### src/rtl/fp4_twiddle_seq.sv
// Twiddle/address sequencer for an iterative radix-2 DIT FFT with FP4 (E2M1) twiddles.
// Walks every (stage, butterfly) pair and presents one registered bundle per valid/ready handshake.
module fp4_twiddle_seq #(
  parameter int LOG2N = 3
) (
  input  logic                                 clk,
  input  logic                                 rst_n,
  input  logic                                 start,
  input  logic                                 out_ready,
  output logic                                 out_valid,
  output logic [3:0]                           tw_re,
  output logic [3:0]                           tw_im,
  output logic [LOG2N-1:0]                     addr_top,
  output logic [LOG2N-1:0]                     addr_bot,
  output logic [((LOG2N>1)?$clog2(LOG2N):1)-1:0] stage,
  output logic                                 last,
  output logic                                 busy,
  output logic                                 done,
  output logic [1:0]                           state_dbg
);

  localparam int SW = (LOG2N > 1) ? $clog2(LOG2N) : 1;
  localparam int BW = LOG2N - 1;
  localparam logic [BW-1:0] BMAX = '1;
  localparam logic [SW-1:0] SMAX = SW'(LOG2N - 1);

  // Handshake: a bundle transfers on a rising edge where out_valid && out_ready;
  // once out_valid is high the bundle holds stable until that transfer.
  typedef enum logic [1:0] {IDLE = 2'd0, RUN = 2'd1, DONE = 2'd2} state_t;

  state_t        state_q, state_nxt;
  logic [SW-1:0] s_q, s_nxt;
  logic [BW-1:0] b_q, b_nxt;
  logic          load;

  logic [LOG2N-1:0] bx, one_s, pos, grp, top_nxt, bot_nxt, kx;
  logic [3:0]       k16;
  logic [7:0]       tw_nxt;
  logic             last_nxt;

  // Twiddles quantised on a 16-point grid; smaller N index it with a stride.
  function automatic logic [7:0] tw_rom(input logic [3:0] k);
    logic [7:0] v;
    case (k)
      4'd0:    v = {4'b0010, 4'b0000};
      4'd1:    v = {4'b0010, 4'b1001};
      4'd2:    v = {4'b0001, 4'b1001};
      4'd3:    v = {4'b0001, 4'b1010};
      4'd4:    v = {4'b0000, 4'b1010};
      4'd5:    v = {4'b1001, 4'b1010};
      4'd6:    v = {4'b1001, 4'b1001};
      4'd7:    v = {4'b1010, 4'b1001};
      default: v = 8'h00;
    endcase
    return v;
  endfunction

  always_comb begin
    state_nxt = state_q;
    s_nxt     = s_q;
    b_nxt     = b_q;
    load      = 1'b0;
    case (state_q)
      IDLE: begin
        if (start) begin
          state_nxt = RUN;
          s_nxt     = '0;
          b_nxt     = '0;
          load      = 1'b1;
        end
      end
      RUN: begin
        if (out_ready) begin
          if (last) begin
            state_nxt = DONE;
          end else begin
            load = 1'b1;
            if (b_q == BMAX) begin
              b_nxt = '0;
              s_nxt = s_q + SW'(1);
            end else begin
              b_nxt = b_q + BW'(1);
            end
          end
        end
      end
      DONE:    state_nxt = IDLE;
      default: state_nxt = IDLE;
    endcase
  end

  // Payload for the bundle about to be loaded, computed from the next (s,b).
  always_comb begin
    bx       = LOG2N'(b_nxt);
    one_s    = LOG2N'(1) << s_nxt;
    pos      = bx & (one_s - LOG2N'(1));
    grp      = bx >> s_nxt;
    top_nxt  = ((grp << s_nxt) << 1) + pos;
    bot_nxt  = top_nxt + one_s;
    kx       = pos << (SMAX - s_nxt);
    k16      = 4'(kx) << (4 - LOG2N);
    tw_nxt   = tw_rom(k16);
    last_nxt = (s_nxt == SMAX) && (b_nxt == BMAX);
  end

  always_ff @(posedge clk or negedge rst_n) begin
    if (!rst_n) begin
      state_q   <= IDLE;
      s_q       <= '0;
      b_q       <= '0;
      out_valid <= 1'b0;
      busy      <= 1'b0;
      done      <= 1'b0;
      tw_re     <= '0;
      tw_im     <= '0;
      addr_top  <= '0;
      addr_bot  <= '0;
      last      <= 1'b0;
    end else begin
      state_q   <= state_nxt;
      s_q       <= s_nxt;
      b_q       <= b_nxt;
      out_valid <= (state_nxt == RUN);
      busy      <= (state_nxt == RUN);
      done      <= (state_nxt == DONE);
      if (load) begin
        tw_re    <= tw_nxt[7:4];
        tw_im    <= tw_nxt[3:0];
        addr_top <= top_nxt;
        addr_bot <= bot_nxt;
        last     <= last_nxt;
      end
    end
  end

  assign stage     = s_q;
  assign state_dbg = state_q;

endmodule

### config.mk
export PLATFORM = sky130hd
export DESIGN_NAME = fp4_twiddle_seq
export DESIGN_NICKNAME = d
export VERILOG_FILES = /design/src/rtl/fp4_twiddle_seq.sv
export SDC_FILE = /design/constraint.sdc
export NUM_CORES = 1
export LEC_CHECK = 0
export CAP_MARGIN = 25
export CORE_ASPECT_RATIO = 0.6
export CORE_MARGIN = 2
export CORE_UTILIZATION = 43
export CTS_CLUSTER_DIAMETER = 80
export DETAILED_ROUTE_END_ITERATION = 8
export PLACE_DENSITY = 0.74
export SLEW_MARGIN = 10
export SYNTH_ARGS = -nofsm -noshare
export SYNTH_HDL_FRONTEND = slang
export SYNTH_SLANG_ARGS = --single-unit
### constraint.sdc
create_clock -name clk -period 2.9 [get_ports clk]
set_input_delay 0.58 -clock clk [delete_from_list [all_inputs] [get_ports clk]]
set_output_delay 0.58 -clock clk [all_outputs]
set_load 0.05 [all_outputs]
# Word level (Yosys, flattened, before mapping)
# Memory sizes are Yosys's and may differ from the RTL's.
# Cells that the tools add are included.
[word_totals]
word_cells = 49
romBits = 48
reg_bits = 23
out_inout_bits = 22
memories = 1
[memory_table]
columns = ["memory", "depth", "word_bits", "rd", "rd_clocked_by_memory_dff", "wr", "line", "text"]
rows = [
  ["(name not given)", 8, 6, 1, 0, 0, "44", "case (k)"],
]
[classes]
shifts = 4
n_bitwise = 1
n_eq_ne = 6
reduce_logical = 2
mux = 19
addsub = 6
[op_table]
columns = ["cell", "count"]
rows = [
  ["two-way mux 2 bit", 11],
  ["case mux 2 bit (2 select lines)", 3],
  ["equality test 2 bit, second input constant", 4],
  ["two-way mux 8 bit", 1],
  ["adder 3 bit", 2],
  ["adder 2 x 1 -> 2 bit, second input constant", 2],
  ["equality test 2 x 1 -> 1 bit, second input constant", 2],
  ["bitwise AND 2 x 3 -> 3 bit", 1],
  ["two-way mux 1 bit", 3],
  ["<< shifter 1 x 2 -> 3 bit, first input constant", 1],
  ["<< shifter 3 x 2 -> 2 bit", 1],
  ["<< shifter 3 x 2 -> 3 bit", 1],
  ["right shift 2 x 2 -> 3 bit", 1],
  ["subtractor 3 x 1 -> 3 bit, second input constant", 1],
  ["logical NOT 2 bit", 1],
  ["case mux 1 bit (2 select lines)", 1],
  ["subtractor 2 bit, first input constant", 1],
  ["logical AND 1 bit", 1],
]

# Logic depth before layout (Yosys ltp)
# Gate-level depths: netlist (run 1).
# An unclocked memory read counts as a cell.
[logic_depth]
word_depth = 11
ltp_mapped = 14
ltp_nobuf = 14

# Least setup slack after synthesis (run 1)
# No wires, ideal clock.
[synth_timing]
path_kind = "flip-flop to flip-flop"
start = "register state_q[0] (netlist: state_dbg[0])"
end = "register addr_bot[2]"
stages_incl_launch_ff = 15
synth_period_minus_slack_ns = 3.584
arrival_time_ns = 3.452
setup_slack_ns = -0.684
path_cell_list = "dfrtp_1 buf_4 or3b_1 mux2i_1 nand2b_1 inv_1 ha_1 xor2_1 or3_4 clkinv_2 ha_1 fa_1 xnor2_1 xnor2_1 o21ai_1"
[synth_via]
elab_chain_cells = 7
[synth_lines]
columns = ["item", "line", "text"]
rows = [
  ["from (decl)", "31", "state_t state_q, state_nxt;"],
  ["from (signal assigned)", "120", "state_q <= state_nxt;"],
  ["equality test 2 x 1 -> 1 bit or logical NOT 2 bit (tied branches)", "63", "case (state_q)"],
  ["case mux 2 bit (2 select lines) (*)", "63", ""],
  ["named net s_nxt[1]", "32", "logic [SW-1:0] s_q, s_nxt;"],
  ["<< shifter 1 x 2 -> 3 bit", "95", "one_s = LOG2N'(1) << s_nxt;"],
  ["subtractor 3 x 1 -> 3 bit", "96", "pos = bx & (one_s - LOG2N'(1));"],
  ["bitwise AND 2 x 3 -> 3 bit", "96", ""],
  ["adder 3 bit (*)", "98", "top_nxt = ((grp << s_nxt) << 1) + pos;"],
  ["named net top_nxt[1]", "36", "logic [LOG2N-1:0] bx, one_s, pos, grp, top_nxt, bot_nxt, kx;"],
  ["adder 3 bit (*)", "99", "bot_nxt = top_nxt + one_s;"],
  ["to (signal assigned)", "130", "addr_bot <= bot_nxt;"],
  ["to (decl)", "14", "output logic [LOG2N-1:0] addr_bot,"],
]
# The timed path passes the listed nets; every way through them passes the cells marked *.
# A chain may end at the register's enable or synchronous reset.

# Worst setup path in the final report (run 1)
[layout_timing]
start = "input port out_ready"
end = "register addr_bot[2]"
[layout_via]
elab_chain_cells = 7
[layout_lines]
columns = ["item", "line", "text"]
rows = [
  ["from (decl)", "9", "input logic out_ready,"],
  ["two-way mux 2 bit (*)", "73", "if (out_ready) begin"],
  ["case mux 2 bit (2 select lines) (*)", "63", ""],
  ["named net s_nxt[1]", "32", ""],
  ["<< shifter 1 x 2 -> 3 bit", "95", ""],
  ["subtractor 3 x 1 -> 3 bit", "96", ""],
  ["bitwise AND 2 x 3 -> 3 bit", "96", ""],
  ["adder 3 bit (*)", "98", ""],
  ["named net top_nxt[1]", "36", ""],
  ["adder 3 bit (*)", "99", ""],
]
# Marks and branches as above.

==> results of run 1 <==
==> per-stage QoR <==
stage | cell area, µm² | setup TNS [ns] | hold WS, ns | util [%]
6_report | 1720 | -0.122 | 0.474 | 70.1
5_1_grt | 1720 | -0.277 | 0.501 | 70.1
4_1_cts | 1710 | -0.0544 | 0.479 | 69.7
3_5_place_dp | 1510 | -1.33 | 0.462 | 61.7
3_3_place_gp | 1510 | -1.19 | 0.454 | 61.7
2_1_floorplan | 1120 | 0 | 0.284 | -
==> cell type report <==
cell class,count,area share [%]
Multi-Input combinational cell,79,35.5
Sequential cell,20,29.3
Tap cell,32,2.33
Timing Repair Buffer,54,27.4
Clock buffer,3,2.40
Clock inverter,1,1.75
Inverter,4,1.31
==> timing repair <==
item / in CTS / in global routing
hold buffers: 0 / 0
resized for setup: 14 / 3
setup endpoints to repair: 2 / 2
pin swaps: 10 / 1
gates cloned: 0 / 0
setup buffers: 8 / 0
==> metal layers <==
metal	global-route usage, %	share of wire, %	vias to the layer above
met5	0	0	-
met4	8.63	3.3	0
met3	8.49	5.6	11
met2	32.7	45	35
met1	30.8	46	469
li1	-	-	468
==> final timing paths <==
path | start | end | slack [ns] | cells past startpoint
hold / removal | addr_bot[1] | addr_bot[1] | 0.47 | 2
hold reg to reg | addr_bot[1] | addr_bot[1] | 0.47 | 2
setup / recovery | out_ready | addr_bot[2] | -0.12 | 14
setup reg to reg | state_dbg[1] | addr_bot[2] | -0.11 | 14
max in group asynchronous | rst_n | state_dbg[1] | 2.04 | 2
min in group asynchronous | rst_n | addr_top[2] | 0.64 | 2
==> kinds of logic (layout without fill, tap and decap cells) <==
group                      Yosys count  count (layout)  share of synthesized area, %
xor gates and xnor gates             4               4                          3.24
DFF                                 20              20                          46.2
AOI/OAI and AO/OA                   18              18                          10.6
adders and majority gates            6               6                          7.63
other                                1               3                         0.346
and+or+nand+nor                     44              44                          22.4
muxes                                4               4                          3.82
buffers and inverters               11              62                          5.66
==> sequential cells by signal, indices dropped and copies added (netlist names) <==
name	flops
done	1
last	1
addr_top	3
b_q	2
addr_bot	3
stage	2
tw_re	3
state_dbg	2
busy	1
tw_im	2
==> tightest hold or removal path: stages (launching register included) <==
cell and delay [ns]:
dfrtp_1 0.34, nand2_1 0.05, nand2_1 0.05
==> Yosys cell counts (all sizes together) (2+ instances only) <==
| library cell | instances | area share, % |
|---|---|---|
| dfrtp | 20 | 46 |
| nand2 | 16 | 5.5 |
| nor2 | 11 | 4.0 |
| o21ai | 6 | 2.8 |
| buf | 5 | 3.5 |
| ha | 5 | 5.8 |
| a21oi | 4 | 1.8 |
| inv | 3 | 1.0 |
| mux2i | 3 | 2.8 |
| nor2b | 3 | 1.7 |
| xnor2 | 3 | 2.4 |
| a22oi | 2 | 1.4 |
| clkbuf | 2 | 0.69 |
| nand2b | 2 | 1.2 |
| nand3 | 2 | 0.92 |
| o22a | 2 | 1.6 |
==> impl_metrics.py, run 1 <==
metrics = {
    "synthesis": {
        "ys_ff_latch": 20,
        "synth_warnings": 0,
        "seq_area_frac_synth_pct": 46.2,
        "synth_edf_count": 0,
        "synthFlopType": "dfrtp_1",
        "netlist_area_um2": 1080,
        "syn-instance-count": 108,
        "syn_avg_cell_area_um2": 10.0,
        "async_flop_share_pct": 100,
        "synth.distinct_cells": 37,
    },
    "global_routing": {
        "grtUsageTotal_pct": 22.7,
        "grt_pass1_wl_mm": 4.71,
        "overflow": 0,
        "antenna_found_initial": 0,
        "grt_max_degree": 21,
        "grt_pass1_vias": 949,
    },
    "critical_path": {
        "worstPathRequired_ns": 3.06,
        "critPathKind": "in2reg",
        "start_kind": "primary input",
        "worstPathMaxFanout": 5,
        "crit_chain": "dlygate4sd2_1 > nand4b_1 > mux2i_2 > nand2b_4 > inv_4 > ha_4 > xor2_1 > or3_4 > clkinv_4 > ha_4 > fa_2 > xnor2_2 > xnor2_1 > o21ai_1",
        "end_kind": "register",
        "path_common_cell": "ha_4",
        "critPathSlowestCell": "or3_4",
        "cp_top_family": "simple AND/OR/NAND/NOR gates",
        "cp.arrival_ns": 3.18,
        "cpPeakStageDelay_ns": 0.37,
        "crit_buf_inv": 3,
    },
    "sta": {
        "max_freq_mhz": 331,
        "period_share_pct": 104,
        "final-setup-viol-count": 2,
        "tightest_slew_ns": 0.539,
        "rsz0062_at_grt": "true",
        "skew_ns": 0.00886,
        "final_hold_viol_count": 0,
        "drv_slew": 0,
        "fin_ws_ns": -0.120,
        "layout_min_cycle_time_ns": 3.02,
        "maxSlewHeadroom_pct": 64.0,
    },
    "run_status": {
        "violations": "setup timing",
        "status": "finished, violations left",
    },
    "floorplan": {
        "die_y_um": 42.9,
        "start_util_pct": 44.1,
        "core-area_um2": 2450,
        "io_pins": 26,
        "dieArea_um2": 2950,
        "rows": 14,
        "die_width_um": 68.8,
    },
    "job": {
        "drv_cap": 0,
    },
    "clock_tree": {
        "cts_made_buffers": 3,
        "htree_levels": 1,
        "tritoncts": "done",
        "clock_latency_ns": 0.27,
        "clock_path_buffers": 2,
        "clock_sinks": 20,
        "cts_root_buf": "clkbuf_8",
        "clk_pin_slew_ns": 0.08,
    },
    "layout": {
        "drive_above_1_share_pct": 35.4,
        "nNetsFinal": 172,
        "seqCellArea_um2": 503,
        "mostFrequentLayoutCell": "buf_4",
        "layout_common_cells": "buf_4, clkdlybuf4s50_1, dfrtp_1, nand2_1, nor2_1",
        "multi_input_comb_area_um2": 611,
        "antenna_cells": 0,
        "fillers": 169,
        "areaGrowthSynthToFinish_pct": 58.8,
        "final_cells": 193,
    },
    "route": {
        "ant_nets": 0,
        "first_pass_iters": 4,
        "first_iter_violations": 50,
        "vias": 983,
        "drcViolationCount": 0,
        "wl_mm": 3.01,
        "wire_per_inst_um": 15.6,
        "via_per_inst": 5.09,
    },
    "placed_design": {
        "io_buffers": 23,
        "place_congestion": 0.915,
        "place.detailed.instances": 181,
        "place_ws_ns": -0.639,
        "dp_hpwl_mm": 1.99,
    },
    "worst_hold_path": {
        "hp-class": "reg2reg",
    },
}
Power of run 1 is not shown: default switching activity piles up to over one toggle a cycle in this logic, so the estimate is an artifact.
==> run 2, diff against run 1 <==
--- a/config.mk
+++ b/config.mk
@@ -8,10 +8,9 @@
 export CAP_MARGIN = 25
 export CORE_ASPECT_RATIO = 0.6
 export CORE_MARGIN = 2
-export CORE_UTILIZATION = 43
+export CORE_UTILIZATION = 30
 export CTS_CLUSTER_DIAMETER = 80
 export DETAILED_ROUTE_END_ITERATION = 8
-export PLACE_DENSITY = 0.74
 export SLEW_MARGIN = 10
 export SYNTH_ARGS = -nofsm -noshare
 export SYNTH_HDL_FRONTEND = slang
==> impl_metrics.py, run 2 (same netlist as run 1, synthesis figures left out) <==
metrics = {
    "run_status": {
        "status": "finished, violations left",
        "violations": "setup timing",
    },
    "critical_path": {
        "worstReg2RegEnd": "addr_bot[2]",
        "timing.rr.start": "state_dbg[1]",
        "cp.arrival_ns": 3.14,
        "critPathKind": "reg2reg",
        "reg2reg_slack_ns": -0.06,
        "worstPathMaxFanout": 6,
        "end_kind": "register",
        "worstPathRequired_ns": 3.09,
        "start_kind": "register",
        "reg2reg_depth": 14,
    },
    "floorplan": {
        "core-area_um2": 3340,
        "die_y_um": 50.5,
        "start_util_pct": 32.4,
        "dieArea_um2": 4120,
        "die_width_um": 81.5,
        "io_pins": 26,
        "rows": 16,
    },
    "route": {
        "ant_nets": 0,
        "wl_mm": 2.71,
        "first_iter_violations": 25,
        "vias": 920,
        "drcViolationCount": 0,
        "via_per_inst": 4.51,
        "first_pass_iters": 4,
        "wire_per_inst_um": 13.3,
    },
    "placed_design": {
        "place_congestion": 0.834,
        "place_area_um2": 1510,
        "io_buffers": 23,
        "dp_hpwl_mm": 1.99,
    },
    "layout": {
        "antenna_cells": 0,
        "drive_above_1_share_pct": 32.7,
        "reg_top3": "addr_bot: 3 flops, addr_top: 3 flops, tw_re: 3 flops",
        "areaGrowthSynthToFinish_pct": 54.6,
        "nNetsFinal": 170,
        "design_area_um2": 1670,
        "fillers": 297,
        "layout_common_cells": "buf_4, clkdlybuf4s50_1, dfrtp_1, nand2_1, nor2_1",
        "mostFrequentLayoutCell": "buf_4",
    },
    "sta": {
        "skew_ns": 0.00305,
        "max_freq_mhz": 338,
        "layout_min_cycle_time_ns": 2.96,
        "maxSlewHeadroom_pct": 65.4,
        "period_share_pct": 102,
        "setup-tns-final_ns": -0.0561,
        "final-setup-viol-count": 1,
        "drv_slew": 0,
        "final_hold_viol_count": 0,
        "fin_ws_ns": -0.0561,
        "tightest_slew_ns": 0.518,
        "rsz0062_at_grt": "true",
    },
    "worst_hold_path": {
        "min_path_cells": 2,
        "whs_endpoint": "addr_top[1]",
        "hp-class": "reg2reg",
        "min-delay-start": "addr_top[1]",
    },
    "clock_tree": {
        "cts_made_buffers": 3,
        "clk_pin_slew_ns": 0.08,
        "cts_root_buf": "clkbuf_8",
        "clock_sinks": 20,
        "clock_path_buffers": 2,
        "tritoncts": "done",
        "htree_levels": 1,
        "cts_hold_buf": 0,
        "clock_latency_ns": 0.26,
    },
    "global_routing": {
        "overflow": 0,
        "antenna_found_initial": 0,
        "grt_max_degree": 21,
        "grtUsageTotal_pct": 14.9,
        "grt_pass1_vias": 887,
        "grt_pass1_wl_mm": 4.42,
    },
    "job": {
        "drv_cap": 0,
    },
}
==> run 2: cell types whose count changed in the layout (fill, tap and decap cells not counted), sizes merged <==
cell and change:
buf -2, bufinv -1, clkbuf +1, clkdlybuf4s15 +1, dlygate4sd2 -1
==> run 2: how the worst max path moves through the flow <==
| stage | start | end | depth (start not counted) |
|---|---|---|---|
| 2_1_floorplan | state_dbg[0] | addr_bot[2] | 13 |
| 3_3_place_gp | out_ready | addr_bot[2] | 14 |
| 3_5_place_dp | out_ready | addr_bot[2] | 14 |
| 4_1_cts | state_dbg[1] | addr_bot[2] | 13 |
| 5_1_grt | state_dbg[1] | addr_bot[2] | 13 |
| 6_report | state_dbg[1] | addr_bot[2] | 14 |
==> run 2: critical path: stages, from the launching register on <==
cell and delay (ns):
dfrtp_2 0.42, buf_4 0.14, buf_4 0.14, nand2b_1 0.13, o31a_1 0.25, buf_4 0.15, ha_4 0.15, xor2_1 0.13
or3_4 0.35, clkinv_4 0.07, ha_4 0.19, fa_2 0.35, xnor2_2 0.14, xnor2_1 0.12, o21ai_1 0.14
==> run 2: layout make-up <==
cell class              instances  area (µm²)  share of cell area [%]
flip-flops and latches         20         503                    30.1
clock buffers                   4        55.1                    3.29
inverters                       4        22.5                    1.35
repair buffers                 52         447                    26.7
multi-input cells              79         589                    35.2
well taps                      45        56.3                    3.37
==> run 2: through the flow <==
stage	worst slack (ns)	std cells	hold slack (ns)	util [%]
2_1_floorplan	0.0716	110	0.284	-
3_3_place_gp	-0.637	192	0.459	45.3
3_5_place_dp	-0.673	192	0.464	45.3
4_1_cts	-0.0819	201	0.481	49.4
5_1_grt	-0.172	204	0.502	50.0
6_report	-0.0561	204	0.477	50.0
==> run 2: routing by layer <==
metal  vias to the layer above  part of all wire (%)  track usage, %
li1                        464                     -               -
met4                         0                     0            4.24
met5                         -                     0               0
met1                       427                    54            22.3
met3                         0                   5.7            5.04
met2                        29                    40            20.1
==> run 2: timing repair <==
item	4_1_cts	5_1_grt
endpoints found under the setup margin	2	2
gates resized for setup	11	0
buffers inserted	5	3
pin swaps	12	3
hold endpoints to repair	0	0
Power of run 2 is left out for the same reason.
==> run 3, diff against run 2 <==
--- a/config.mk
+++ b/config.mk
@@ -11,6 +11,7 @@
 export CORE_UTILIZATION = 30
 export CTS_CLUSTER_DIAMETER = 80
 export DETAILED_ROUTE_END_ITERATION = 8
+export REMOVE_ABC_BUFFERS = 1
 export SLEW_MARGIN = 10
 export SYNTH_ARGS = -nofsm -noshare
 export SYNTH_HDL_FRONTEND = slang
==> impl_metrics.py, run 3 (same netlist as run 1, synthesis figures left out) <==
metrics = {
    "run_status": {
        "status": "finished, violations left",
        "violations": "setup timing",
    },
    "sta": {
        "tightest_slew_ns": 0.503,
        "max_freq_mhz": 339,
        "period_share_pct": 102,
        "final-setup-viol-count": 1,
        "skew_ns": 0.00439,
        "final_hold_viol_count": 0,
        "layout_min_cycle_time_ns": 2.95,
        "rsz0062_at_grt": "true",
        "maxSlewHeadroom_pct": 66.4,
        "drv_slew": 0,
        "fin_ws_ns": -0.0503,
    },
    "route": {
        "first_pass_iters": 6,
        "drcViolationCount": 0,
        "wl_mm": 2.85,
        "vias": 968,
        "first_iter_violations": 36,
        "via_per_inst": 4.68,
        "wire_per_inst_um": 13.8,
        "ant_nets": 0,
    },
    "layout": {
        "multi_input_comb_area_um2": 597,
        "reg_top3": "addr_bot: 3 flops, addr_top: 3 flops, tw_re: 3 flops",
        "areaGrowthSynthToFinish_pct": 58.4,
        "fillers": 301,
        "drive_above_1_share_pct": 33.3,
        "seqCellArea_um2": 500,
        "mostFrequentLayoutCell": "buf_4",
        "nNetsFinal": 173,
        "design_area_um2": 1710,
        "antenna_cells": 0,
        "layout_common_cells": "buf_4, clkdlybuf4s50_1, dfrtp_1, nand2_1, nor2_1",
    },
    "placed_design": {
        "place_area_um2": 1510,
        "dp_hpwl_mm": 2.13,
        "io_buffers": 23,
        "place_congestion": 0.822,
    },
    "global_routing": {
        "grt_pass1_wl_mm": 4.75,
        "overflow": 0,
        "grt_pass1_vias": 964,
        "antenna_found_initial": 0,
        "grtUsageTotal_pct": 15.3,
        "grt_max_degree": 21,
    },
    "critical_path": {
        "cp_top_family": "adder cells",
        "reg2reg_slack_ns": -0.05,
        "timing.rr.start": "b_q[0]",
        "crit_buf_inv": 2,
        "cp.arrival_ns": 3.10,
        "reg2reg_depth": 14,
        "end_kind": "register",
        "critPathSlowestCell": "dfrtp_1",
        "start_kind": "register",
        "cpPeakStageDelay_ns": 0.39,
        "worstPathMaxFanout": 2,
        "crit_chain": "ha_2 > nand4b_1 > mux2i_1 > nand2b_4 > inv_4 > ha_4 > xor2_1 > or3_4 > clkinv_4 > ha_4 > fa_2 > xnor2_2 > xnor2_1 > o21ai_1",
        "critPathKind": "reg2reg",
        "path_common_cell": "ha_4",
        "worstReg2RegEnd": "addr_bot[2]",
        "worstPathRequired_ns": 3.05,
    },
    "floorplan": {
        "rows": 16,
        "io_pins": 26,
        "core-area_um2": 3340,
        "die_y_um": 50.5,
        "die_width_um": 81.5,
        "dieArea_um2": 4120,
        "start_util_pct": 32.4,
    },
    "job": {
        "drv_cap": 0,
    },
    "worst_hold_path": {
        "min_path_cells": 2,
        "hp-class": "reg2reg",
        "whs_endpoint": "addr_top[2]",
        "min-delay-start": "addr_top[2]",
    },
    "clock_tree": {
        "clock_path_buffers": 2,
        "clock_latency_ns": 0.26,
        "clk_pin_slew_ns": 0.07,
        "cts_root_buf": "clkbuf_8",
        "cts_hold_buf": 0,
        "tritoncts": "done",
        "htree_levels": 1,
        "cts_made_buffers": 3,
        "clock_sinks": 20,
    },
}
==> run 3: cell count changes in the layout (fill, tap and decap cells not counted) <==
cell,change
dfrtp_1,+2
o21bai_2,-1
clkdlybuf4s15_2,+1
buf_6,+3
dfrtp_2,-2
dlygate4sd2_1,-1
o21bai_4,+1
==> run 3: area by class of cell <==
class	count	share of cell area [%]
inverters	4	1.31
repair buffers	55	28.2
well taps	45	3.28
multi-input cells	79	34.8
flip-flops and latches	20	29.2
clock buffers	4	3.21
==> run 3: how the worst max path moves through the flow <==
| stage | start | endpoint | slack [ns] | cells after the start |
|---|---|---|---|---|
| 4_1_cts | state_dbg[1] | addr_bot[2] | -0.06 | 13 |
| 2_1_floorplan | state_dbg[0] | addr_bot[2] | -0.65 | 13 |
| 5_1_grt | state_dbg[0] | addr_bot[2] | -0.14 | 14 |
| 3_3_place_gp | start | addr_bot[2] | -0.77 | 14 |
| 6_report | b_q[0] | addr_bot[2] | -0.05 | 14 |
| 3_5_place_dp | start | addr_bot[2] | -0.91 | 14 |
==> run 3: worst min-delay path, delay by kind of cell (launching register included) <==
| family | cells | cell delay (ns) |
|---|---|---|
| flops | 1 | 0.35 |
| simple gates | 1 | 0.05 |
| compound gates | 1 | 0.06 |
==> run 3: metrics by stage <==
stage               setup TNS [ns]  setup slack [ns]  cells  hold WS (ns)  utilization, %
finish                     -0.0503           -0.0503    207         0.488            51.3
floorplan                    -1.03            -0.645    103         0.284               -
global route                -0.138            -0.138    207         0.524            51.3
global placement             -1.63            -0.769    195         0.459            45.2
CTS                        -0.0594           -0.0594    206         0.493            51.0
detailed placement           -2.26            -0.909    195         0.473            45.2
==> run 3: repair_timing <==
action,in CTS,in global routing
gates resized for setup,22,0
endpoints found under the setup margin,2,1
gates cloned,0,0
pin swaps,12,1
setup buffers,7,1
==> run 3: metal layers <==
| layer | global-route usage, % | share of wire [%] | wire length [µm] | vias up |
|---|---|---|---|---|
| li1 | - | - | - | 464 |
| met1 | 21.8 | 49 | 1400 | 476 |
| met2 | 24.0 | 46 | 1300 | 26 |
| met3 | 4.14 | 4.6 | 132 | 2 |
| met4 | 1.69 | 0.53 | 15 | 0 |
| met5 | 0 | 0 | 0 | - |
Power of run 3 is left out for the same reason.
